File: src/rtl/trace_pkg.sv
// Shared types and constants for the retire trace buffer: run-state
// encoding, trace flag bit positions and the drop counter width.
package trace_pkg;

    typedef enum logic [1:0] {
        ST_RUN     = 2'd0,
        ST_HALTED  = 2'd1,
        ST_TIMEOUT = 2'd2
    } state_t;

    // Bit positions inside the 4-bit trace flag field.
    localparam int FLAG_REG = 0;
    localparam int FLAG_MRD = 1;
    localparam int FLAG_MWR = 2;
    localparam int FLAG_HLT = 3;
    localparam int FLAG_W   = 4;

    // Width of the saturating dropped-record counter.
    localparam int DROP_W = 16;

    // Total width of one packed trace record for a given set of widths.
    // Field order: cycle, pc, flags, reg, wdata, maddr, mdata.
    function automatic int rec_width(input int cyc_w, input int addr_w,
                                     input int reg_w, input int data_w);
        return cyc_w + addr_w + FLAG_W + reg_w + data_w + addr_w + data_w;
    endfunction

endpackage

File: src/rtl/trace_fifo.sv
// Synchronous FIFO holding packed trace records. The head entry is read
// combinationally from storage, so a record becomes visible the cycle after
// it is written (no fall-through) and stays put until it is popped.
module trace_fifo #(
    parameter int WIDTH = 8,
    parameter int DEPTH = 16
) (
    input  logic             clk,
    input  logic             rst_n,
    input  logic             push,
    input  logic             pop,
    input  logic [WIDTH-1:0] din,
    output logic [WIDTH-1:0] dout,
    output logic             full,
    output logic             empty,
    output logic             accepted
);

    localparam int AW = $clog2(DEPTH);

    logic [AW:0]      wr_ptr;
    logic [AW:0]      rd_ptr;
    logic [WIDTH-1:0] mem [DEPTH];
    logic             pop_fire;
    logic             push_fire;

    // The extra pointer MSB separates the full and empty cases when the
    // index bits match.
    assign empty = (wr_ptr == rd_ptr);
    assign full  = (wr_ptr[AW] != rd_ptr[AW]) &&
                   (wr_ptr[AW-1:0] == rd_ptr[AW-1:0]);

    // A full FIFO still takes a push when the head leaves in the same cycle.
    assign pop_fire  = pop & ~empty;
    assign push_fire = push & (~full | pop_fire);
    assign accepted  = push_fire;

    assign dout = mem[rd_ptr[AW-1:0]];

    // Pointer update; pointers wrap naturally modulo 2*DEPTH.
    always_ff @(posedge clk) begin
        // NOTE: sequential state uses non-blocking assignments so every
        // flop samples pre-edge values regardless of statement order.
        if (!rst_n) begin
            wr_ptr <= '0;
            rd_ptr <= '0;
        end else begin
            if (push_fire) wr_ptr <= wr_ptr + (AW+1)'(1);
            if (pop_fire)  rd_ptr <= rd_ptr + (AW+1)'(1);
        end
    end

    // Record storage write.
    always_ff @(posedge clk) begin
        // NOTE: storage is deliberately not reset; resetting the pointers
        // already makes stale entries unreachable, and an unreset array maps
        // onto plain RAM.
        if (push_fire) mem[wr_ptr[AW-1:0]] <= din;
    end

endmodule

File: src/rtl/retire_trace_buffer.sv
// Retire trace buffer: watches writeback/memory-stage events, keeps cycle,
// retired-instruction and dropped-record counters, enforces a cycle-limit
// watchdog and queues one timestamped record per active cycle for a
// valid/ready debug reader.
module retire_trace_buffer
    import trace_pkg::*;
#(
    parameter int DATA_W     = 16,
    parameter int ADDR_W     = 16,
    parameter int REG_W      = 4,
    parameter int DEPTH      = 16,
    parameter int CYC_W      = 32,
    parameter int MAX_CYCLES = 100000
) (
    input  logic              clk,
    input  logic              rst_n,
    input  logic [ADDR_W-1:0] pc,
    input  logic              reg_write,
    input  logic [REG_W-1:0]  write_reg,
    input  logic [DATA_W-1:0] write_data,
    input  logic              mem_read,
    input  logic              mem_write,
    input  logic [ADDR_W-1:0] mem_addr,
    input  logic [DATA_W-1:0] mem_wdata,
    input  logic [DATA_W-1:0] mem_rdata,
    input  logic              hlt,
    input  logic              trc_ready,
    output logic              trc_valid,
    output logic [CYC_W-1:0]  trc_cycle,
    output logic [ADDR_W-1:0] trc_pc,
    output logic [3:0]        trc_flags,
    output logic [REG_W-1:0]  trc_reg,
    output logic [DATA_W-1:0] trc_wdata,
    output logic [ADDR_W-1:0] trc_maddr,
    output logic [DATA_W-1:0] trc_mdata,
    output logic [CYC_W-1:0]  cycle_count,
    output logic [CYC_W-1:0]  inst_count,
    output logic [15:0]       drop_count,
    output logic              overflow,
    output logic              halted,
    output logic              timeout
);

    typedef struct packed {
        logic [CYC_W-1:0]  cycle;
        logic [ADDR_W-1:0] pc;
        logic [FLAG_W-1:0] flags;
        logic [REG_W-1:0]  rreg;
        logic [DATA_W-1:0] wdata;
        logic [ADDR_W-1:0] maddr;
        logic [DATA_W-1:0] mdata;
    } rec_t;

    localparam int REC_W = rec_width(CYC_W, ADDR_W, REG_W, DATA_W);
    localparam logic [CYC_W-1:0] LIMIT = CYC_W'(MAX_CYCLES - 1);

    state_t            state;
    state_t            state_next;
    rec_t              rec_in;
    rec_t              rec_out;
    logic [REC_W-1:0]  fifo_dout;
    logic              running;
    logic              trace_event;
    logic              retire;
    logic              push;
    logic              accepted;
    logic              fifo_full;
    logic              fifo_empty;
    logic [DROP_W-1:0] drops;

    assign running     = (state == ST_RUN);
    assign trace_event = reg_write | mem_read | mem_write | hlt;
    assign retire      = hlt | reg_write | mem_write;
    assign push        = running & trace_event;

    // Pack the current cycle's event, stamped with the pre-increment count.
    always_comb begin
        rec_in                 = '0;
        rec_in.cycle           = cycle_count;
        rec_in.pc              = pc;
        rec_in.flags[FLAG_REG] = reg_write;
        rec_in.flags[FLAG_MRD] = mem_read;
        rec_in.flags[FLAG_MWR] = mem_write;
        rec_in.flags[FLAG_HLT] = hlt;
        rec_in.rreg            = write_reg;
        rec_in.wdata           = write_data;
        rec_in.maddr           = mem_addr;
        rec_in.mdata           = mem_write ? mem_wdata : mem_rdata;
    end

    trace_fifo #(
        .WIDTH (REC_W),
        .DEPTH (DEPTH)
    ) u_fifo (
        .clk      (clk),
        .rst_n    (rst_n),
        .push     (push),
        .pop      (trc_ready),
        .din      (rec_in),
        .dout     (fifo_dout),
        .full     (fifo_full),
        .empty    (fifo_empty),
        .accepted (accepted)
    );

    // Run-state register.
    always_ff @(posedge clk) begin
        if (!rst_n) state <= ST_RUN;
        else        state <= state_next;
    end

    // Next state: halt beats the watchdog; both terminal states hold.
    always_comb begin
        // NOTE: assigning a default before any branch keeps every path
        // driven, so no latch is inferred.
        state_next = state;
        if (state == ST_RUN) begin
            if (hlt)                       state_next = ST_HALTED;
            else if (cycle_count == LIMIT) state_next = ST_TIMEOUT;
        end
    end

    // Cycle/instruction counters advance only in RUN and wrap naturally.
    always_ff @(posedge clk) begin
        if (!rst_n) begin
            cycle_count <= '0;
            inst_count  <= '0;
        end else if (running) begin
            cycle_count <= cycle_count + CYC_W'(1);
            if (retire) inst_count <= inst_count + CYC_W'(1);
        end
    end

    // Overflow accounting: a rejected push is lost and counted, saturating.
    always_ff @(posedge clk) begin
        if (!rst_n) begin
            drops    <= '0;
            overflow <= 1'b0;
        end else if (push && !accepted) begin
            overflow <= 1'b1;
            if (drops != '1) drops <= drops + DROP_W'(1);
        end
    end

    // Head record is forced to zero while the FIFO is empty so the trace
    // outputs read as zero out of reset.
    assign rec_out    = fifo_empty ? '0 : rec_t'(fifo_dout);
    assign trc_valid  = ~fifo_empty;
    assign trc_cycle  = rec_out.cycle;
    assign trc_pc     = rec_out.pc;
    assign trc_flags  = rec_out.flags;
    assign trc_reg    = rec_out.rreg;
    assign trc_wdata  = rec_out.wdata;
    assign trc_maddr  = rec_out.maddr;
    assign trc_mdata  = rec_out.mdata;
    assign drop_count = drops;
    assign halted     = (state == ST_HALTED);
    assign timeout    = (state == ST_TIMEOUT);

    logic unused_full;
    assign unused_full = fifo_full;

endmodule

File: config.mk
export PLATFORM = sky130hd
export DESIGN_NAME = retire_trace_buffer
export DESIGN_NICKNAME = d
export VERILOG_FILES = /design/src/rtl/trace_pkg.sv /design/src/rtl/trace_fifo.sv /design/src/rtl/retire_trace_buffer.sv
export SDC_FILE = /design/constraint.sdc
export NUM_CORES = 1
export LEC_CHECK = 0
export CAP_MARGIN = 20
export CORE_MARGIN = 5
export CORE_UTILIZATION = 55
export DETAILED_ROUTE_END_ITERATION = 10
export PLACE_DENSITY = 0.84
export SLEW_MARGIN = 20
export SYNTH_ARGS = -nofsm -noshare
export SYNTH_HDL_FRONTEND = slang
export SYNTH_SLANG_ARGS = --single-unit
File: constraint.sdc
create_clock -name clk -period 17.7 [get_ports clk]
set_input_delay 3.54 -clock clk [delete_from_list [all_inputs] [get_ports clk]]
set_output_delay 3.54 -clock clk [all_outputs]
set_load 0.01 [all_outputs]
==> metrics.md, run 1 <==
| Metric | Value |
|---|---|
| Status | finished, final reports clean |
| Worst EP arrival | 6.25 ns |
| Fin worst setup slack | 7.91 ns |
| Synthesis-stage register bit count | 1761 |
| RSZ-0062 raised after global routing | false |
| CP Max Fanout | 141 |
| Synthesized area | 0.0687 mm^2 |
| Clk_lat worst skew | 0.80 ns |
| Maximum vdd drop | 0.135 mV |
| Clock buffer depth | 3 |
| Clock share of power | 35.5% |
| Root buffer cell | clkbuf_16 |
| Yosys top cell by area | edfxtp_1 |
| Mapped Cells | 3699 |
| Vias per cell | 6.51 |
| Drt pass-1 iters | 6 |
| # DRC | 0 |
| Routed Antenna Nets | 0 |
| CTS tree | built |
| Crit. End Element | primary output |
| Number of global-route vias before repair | 38100 |
| Via count | 37500 |
| Final slew viol count | 0 |
| WL met3 | 17.3 mm |
| CTS Buf Count | 168 |
| Number of synthesized flops with an enable pin | 1664 |
| Leakage | 24.2 nW |
| Critical path class | flip-flop to primary output |
| # hold bufs at CTS | 0 |
| Flop2flop setup slack | 13.09 ns |
| Layout Nets | 4080 |
| Post_cts resized | 0 |
| Total GRT Usage | 25.3% |
| Sequential power share | 47.1% |
| Register area share after synthesis | 75.6% |
| Fill cell count | 7984 |
| Buffers on Ports | 278 |
| Top layer in use | met5 |
| Yosys top cell area share | 72.8% |
| Period utilization | 55.3% |
| Full die area | 0.132 mm^2 |
| Clock Skew | 0.0221 ns |
| Setup Buffers After CTS | 0 |
| WL final | 169 mm |
| Die X | 363 um |
| Slew HR | 17.4% |
| Setup tns final | 0 ns |
| Fmax | 0.102 GHz |
| Met2 wire length | 83.0 mm |
| Share of cells above drive strength 1 | 16.0% |
| Largest net degree at the start of global routing | 144 |
| GPL Wtd Cong | 0.785 |
| Dpl hpwl | 85.1 mm |
| WL met1 | 62.2 mm |
| H-tree depth | 4 |
| DR iter-0 viols | 4828 |
| Hold Crit Class | flip-flop to flip-flop |
| Synthesis warning total | 0 |
| Area contributors post-synth | edfxtp_1, mux4_2, mux2i_1, dfxtp_1, mux2_2 |
| First-pass GRT wire length | 246 mm |
| Final-report setup violation count | 0 |
| IO Pins | 279 |
| Post-synthesis cell type count | 46 |
| Core ar. | 0.124 mm^2 |
| Switching share of power | 25.1% |
| Total of max-cap violations | 0 |
| Internal | 7.48 mW |
| Place WS | 8.76 ns |
| Synth Flop Type | edfxtp_1 |
| Final min period | 9.79 ns |
| P_sw | 2.50 mW |
| Initial antenna violation count | 10 |
| Clock sink count | 1761 |
| Wire per inst | 29.3 um |
| Async S/R FF share, synth | 0% |
| Mean post-synth cell area | 18.6 um^2 |
| Worst-path clk slew | 0.06 ns |
| Starting density of the core | 55.5% |
| Pwr/cell area | 127 mW/mm^2 |
| Req. time, crit path | 14.16 ns |
| Share of power burned in combinational logic | 17.3% |
| Die Y-Extent | 363 um |
| Worst slew pin tran | 1.23 ns |
| # rows | 129 |
| Syn Nets | 3798 |
| Syn-to-layout area delta | 14.6% |
| Final hold violations | 0 |
| Startpoint types | flip-flop |
| GRT overflow | 0 |
==> layout by cell type, fill, tap and decap left out, drive strengths merged, types with 24 or more instances in the layout <==
cell           instances
a211oi                29
a21oi                173
a221oi               104
a22oi                104
buf                   79
clkbuf               215
clkdlybuf4s50        277
clkinv                61
dfxtp                 97
edfxtp              1664
inv                   24
mux2                  92
mux2i                346
mux4                 208
nand2                 61
nand3                 32
nand4                 35
nor2                  93
nor3b                 29
o21ai                197
xnor2                 29
xor2                  42
==> synth_stat cells, drive strengths merged (13+ instances only) <==
cell type	count
or3	14
nor3	13
a221oi	104
nand3	32
xnor2	29
nand2	61
mux4	208
nand4	35
buf	115
mux2i	346
nor2	93
and3	16
clkbuf	129
edfxtp	1664
a22oi	104
nor4	16
dfxtp	97
a21oi	173
nor3b	29
mux2	92
a211oi	29
o21ai	197
xor2	42
==> final timing paths <==
kind,to,startpoint,cells past startpoint
max,trc_wdata[12],flip-flop,8
min,overflow,overflow,2
min reg2reg,overflow,overflow,2
max reg2reg,u_fifo.mem[4][66],state[0],7
==> cell families (layout without fill, tap and decap cells) <==
logic type / after synthesis / count (layout) / share of synthesized area, %
muxes: 646 / 646 / 13.4
and+or+nand+nor: 345 / 345 / 2.64
buffers and inverters: 256 / 676 / 1.71
AOI/OAI and AO/OA: 612 / 612 / 5.54
adders and majority gates: 8 / 8 / 0.146
DFF: 1761 / 1761 / 75.6
other: 0 / 8 / 0
xor gates and xnor gates: 71 / 71 / 0.982
==> power by group through the flow <==
stage | combinational [mW] | clock, mW | sequential (mW)
after floorplan | 1.10 | 0 | 4.77
after global placement | 1.69 | 0 | 4.78
after detailed placement | 1.72 | 0 | 4.79
after CTS | 1.73 | 3.58 | 4.71
after global routing | 1.82 | 3.77 | 4.71
final | 1.73 | 3.55 | 4.71
==> critical path, cell delays in order (launching register included) <==
cell and delay [ns]:
dfxtp_4 0.81, buf_12 0.63, buf_4 0.93, buf_4 0.88, mux2i_1 0.17, a221oi_1 0.37, o21ai_0 0.16, a21oi_1 0.40
clkdlybuf4s50_1 0.62
==> final cells by class <==
type	count	area, um^2	share of cell area [%]
flip-flops and latches	1761	51900	66.0
multi-input cells	1682	15800	20.0
clock buffers	215	4490	5.71
repair buffers	356	3440	4.37
well taps	1637	2050	2.60
clock inverters	93	940	1.19
inverters	12	45.0	0.0573
diodes	8	20.0	0.0255
==> through the flow <==
stage               total power [mW]  instances  hold slack [ns]  utilization, %  area, um^2
floorplan                       5.88       3699            0.494               -       68700
finish                          9.98       5764            0.486            63.5       78700
CTS                             10.0       5753            0.485            63.5       78600
detailed placement              6.51       5445            0.464            59.1       73100
global placement                6.48       5445            0.456            59.1       73100
global route                    10.3       5762            0.525            63.5       78700
==> state kept, by name, summed over array words and instances (netlist names), named ones only <==
| register | cells |
|---|---|
| u_fifo.rd_ptr | 5 |
| cycle_count | 32 |
| state | 2 |
| u_fifo.wr_ptr | 5 |
| drop_count | 16 |
| overflow | 1 |
| inst_count | 32 |
| u_fifo.mem | 1664 |
==> routing by layer <==
metal | global-route usage, % | up-vias
met3 | 5.63 | 391
met4 | 10.1 | 2
met2 | 41.6 | 2374
li1 | - | 15600
met5 | 0 | -
met1 | 33.4 | 19100
Power figures use the tool's default switching activity.
==> run 2, diff against run 1 <==
==> constraint.sdc (replaced) <==
create_clock -name clk -period 9.8 [get_ports clk]
set_input_delay 1.96 -clock clk [delete_from_list [all_inputs] [get_ports clk]]
set_output_delay 1.96 -clock clk [all_outputs]
set_load 0.01 [all_outputs]
==> run 2 against run 1 <==
Design area rose by 0.11%. Clock skew decreased by 0.0029 ns. Power increased by 81%. Critical path depth is 1 lower.
==> metrics.md, run 2 (synthesis results as in run 1) <==
| Metric | Value |
|---|---|
| GPL Wtd Cong | 0.798 (+1.6%) |
| Share of cells above drive strength 1 | 16.0% (+0.089 points) |
| Multi-input logic area | 0.0158 mm^2 (+0.19%) |
| Wire per inst | 29.3 um (about the same) |
| Setup tns final | 0 ns (unchanged) |
| # rows | 129 (unchanged) |
| Clock buffer depth | 3 (unchanged) |
| First-pass GRT wire length | 250 mm (+1.4%) |
| # DRC | 0 (unchanged) |
| Hold Crit Class | flip-flop to flip-flop |
| Post_cts resized | 0 (unchanged) |
| Final-report setup violation count | 0 (unchanged) |
| Max reg flops | 1664 (unchanged) |
| Worst-path clk slew | 0.06 ns (about the same) |
| Clock Skew | 0.0193 ns (-0.00287 ns) |
| Initial antenna violation count | 5 (-5) |
| Fin worst setup slack | 3.03 ns (-4.88 ns) |
| DR iter-0 viols | 5094 (+5.5%) |
| CTS tree | built |
| Starting density of the core | 55.5% (unchanged) |
| Clk_lat worst skew | 0.78 ns (-0.02 ns) |
| Largest net degree at the start of global routing | 158 (+9.7%) |
| Full die area | 0.132 mm^2 (unchanged) |
| Slew HR | 22.2% (+4.8 points) |
| GRT overflow | 0 (unchanged) |
| Clock sink count | 1761 (unchanged) |
| Commonest non-fill, non-tap cell in the layout | edfxtp_1 |
| Fill cell count | 7893 (-1.1%) |
| Buffers on Ports | 278 (unchanged) |
| Req. time, crit path | 7.84 ns (-6.32 ns) |
| Die X | 363 um (unchanged) |
| Most frequent cells in the layout | edfxtp_1, mux2i_1, clkdlybuf4s50_1, mux4_2, o21ai_0 |
| Final hold violations | 0 (unchanged) |
| Finished Core Util | 63.6% (+0.070 points) |
| Dpl hpwl | 88.0 mm (+3.5%) |
| Via count | 37600 (+0.34%) |
| H-tree depth | 4 (unchanged) |
| Place WS | 3.87 ns (-4.90 ns) |
| Pwr/cell area | 229 mW/mm^2 (+81%) |
| Crit. End Element | primary output |
| IO Pins | 279 (unchanged) |
| Worst EP arrival | 4.81 ns (-1.44 ns) |
| Total GRT Usage | 25.5% (+0.20 points) |
| CP Max Fanout | 114 (-19%) |
| Clock share of power | 35.5% (about the same) |
| Worst slew pin tran | 1.17 ns (-0.0616 ns) |
| Share of power burned in combinational logic | 17.5% (+0.2 points) |
| Startpoint types | flip-flop |
| Period utilization | 69.1% |
| Routed Antenna Nets | 0 (unchanged) |
| Maximum vdd drop | 0.207 mV (+53%) |
| P_sw | 4.52 mW (+81%) |
| CTS Buf Count | 168 (unchanged) |
| Switching share of power | 25.1% (-0.027 points) |
| Status | finished, final reports clean |
| Critical path class | flip-flop to primary output |
| Syn-to-layout area delta | 14.7% |
| Core ar. | 0.124 mm^2 (unchanged) |
| Sequential power share | 47.0% (about the same) |
| Total of max-cap violations | 0 (unchanged) |
| Final slew viol count | 0 (unchanged) |
| Leakage | 24.2 nW (+0.13%) |
| Die Y-Extent | 363 um (unchanged) |
| Number of global-route vias before repair | 38500 (+1.3%) |
| Drt pass-1 iters | 8 (+2) |
| Total power | 18.1 mW (+81%) |
| Layout Nets | 4082 (+0.049%) |
| Root buffer cell | clkbuf_16 |
| WL final | 169 mm (about the same) |
| RSZ-0062 raised after global routing | false |
| Vias per cell | 6.53 (+0.38%) |
| Register area | 0.0519 mm^2 (unchanged) |
| Fmax | 0.148 GHz |
| Final min period | 6.77 ns |
| Internal | 13.5 mW (+81%) |
| # hold bufs at CTS | 0 (unchanged) |
| Setup Buffers After CTS | 0 (unchanged) |
| Hold WS | 0.487 ns (+0.000499 ns) |
[run 2: changes by cell type in the layout (fill, tap and decap cells not counted), moves of 4 or more]
cell / delta
clkbuf_8: -8
clkbuf_16: +4
inv_6: -5
buf_12: +7
clkinv_2: +10
diode_2: -4
buf_4: -4
inv_16: -4
[run 2: cell type report]
cell class	count	share of cell area (%)
clock inverter	94	1.17
tap	1637	2.60
clock buffer	214	5.71
timing repair buffer	358	4.47
antenna	4	0.0127
sequential	1761	65.9
multi-input combinational	1682	20.0
inverter	12	0.0572
[run 2: path summary, 6_finish.rpt]
kind / slack (ns) / cells past startpoint / from / to
worst max-delay path: 3.03 / 7 / flip-flop / trc_cycle[8]
worst min-delay path: 0.49 / 0 / cycle_count[8] / u_fifo.mem[3][80]
worst max register to register: 5.95 / 6 / u_fifo.wr_ptr[2] / u_fifo.mem[14][62]
worst min register to register: 0.49 / 0 / cycle_count[8] / u_fifo.mem[3][80]
[run 2: worst max-delay path: stages, from the launching register on]
cell and delay [ns]:
dfxtp_4 0.65, buf_12 0.63, nor2b_4 0.10, buf_4 0.37
a221oi_1 0.51, o21ai_0 0.20, a211oi_1 0.73, clkdlybuf4s50_1 0.69
[run 2: power by group through the flow]
| stage | Clock, mW | Combinational [mW] | Sequential, mW |
|---|---|---|---|
| global placement | 0 | 3.09 | 8.63 |
| CTS | 6.46 | 3.17 | 8.49 |
| floorplan | 0 | 2.00 | 8.61 |
| finish | 6.41 | 3.16 | 8.49 |
| global route | 6.80 | 3.33 | 8.50 |
| detailed placement | 0 | 3.14 | 8.65 |
[run 2: routing by layer]
| metal | track usage [%] | wire, um | vias to the layer above |
|---|---|---|---|
| met5 | 0 | 0 | - |
| met4 | 8.76 | 5260 | 0 |
| met3 | 6.00 | 17900 | 310 |
| met2 | 41.6 | 82900 | 2426 |
| met1 | 34.3 | 62800 | 19300 |
| li1 | - | - | 15600 |
[run 2: per-stage QoR]
step                instance area (um^2)  cells
floorplan                          68700   3699
global placement                   73300   5449
detailed placement                 73300   5450
global route                       78700   5760
CTS                                78700   5758
finish                             78700   5762
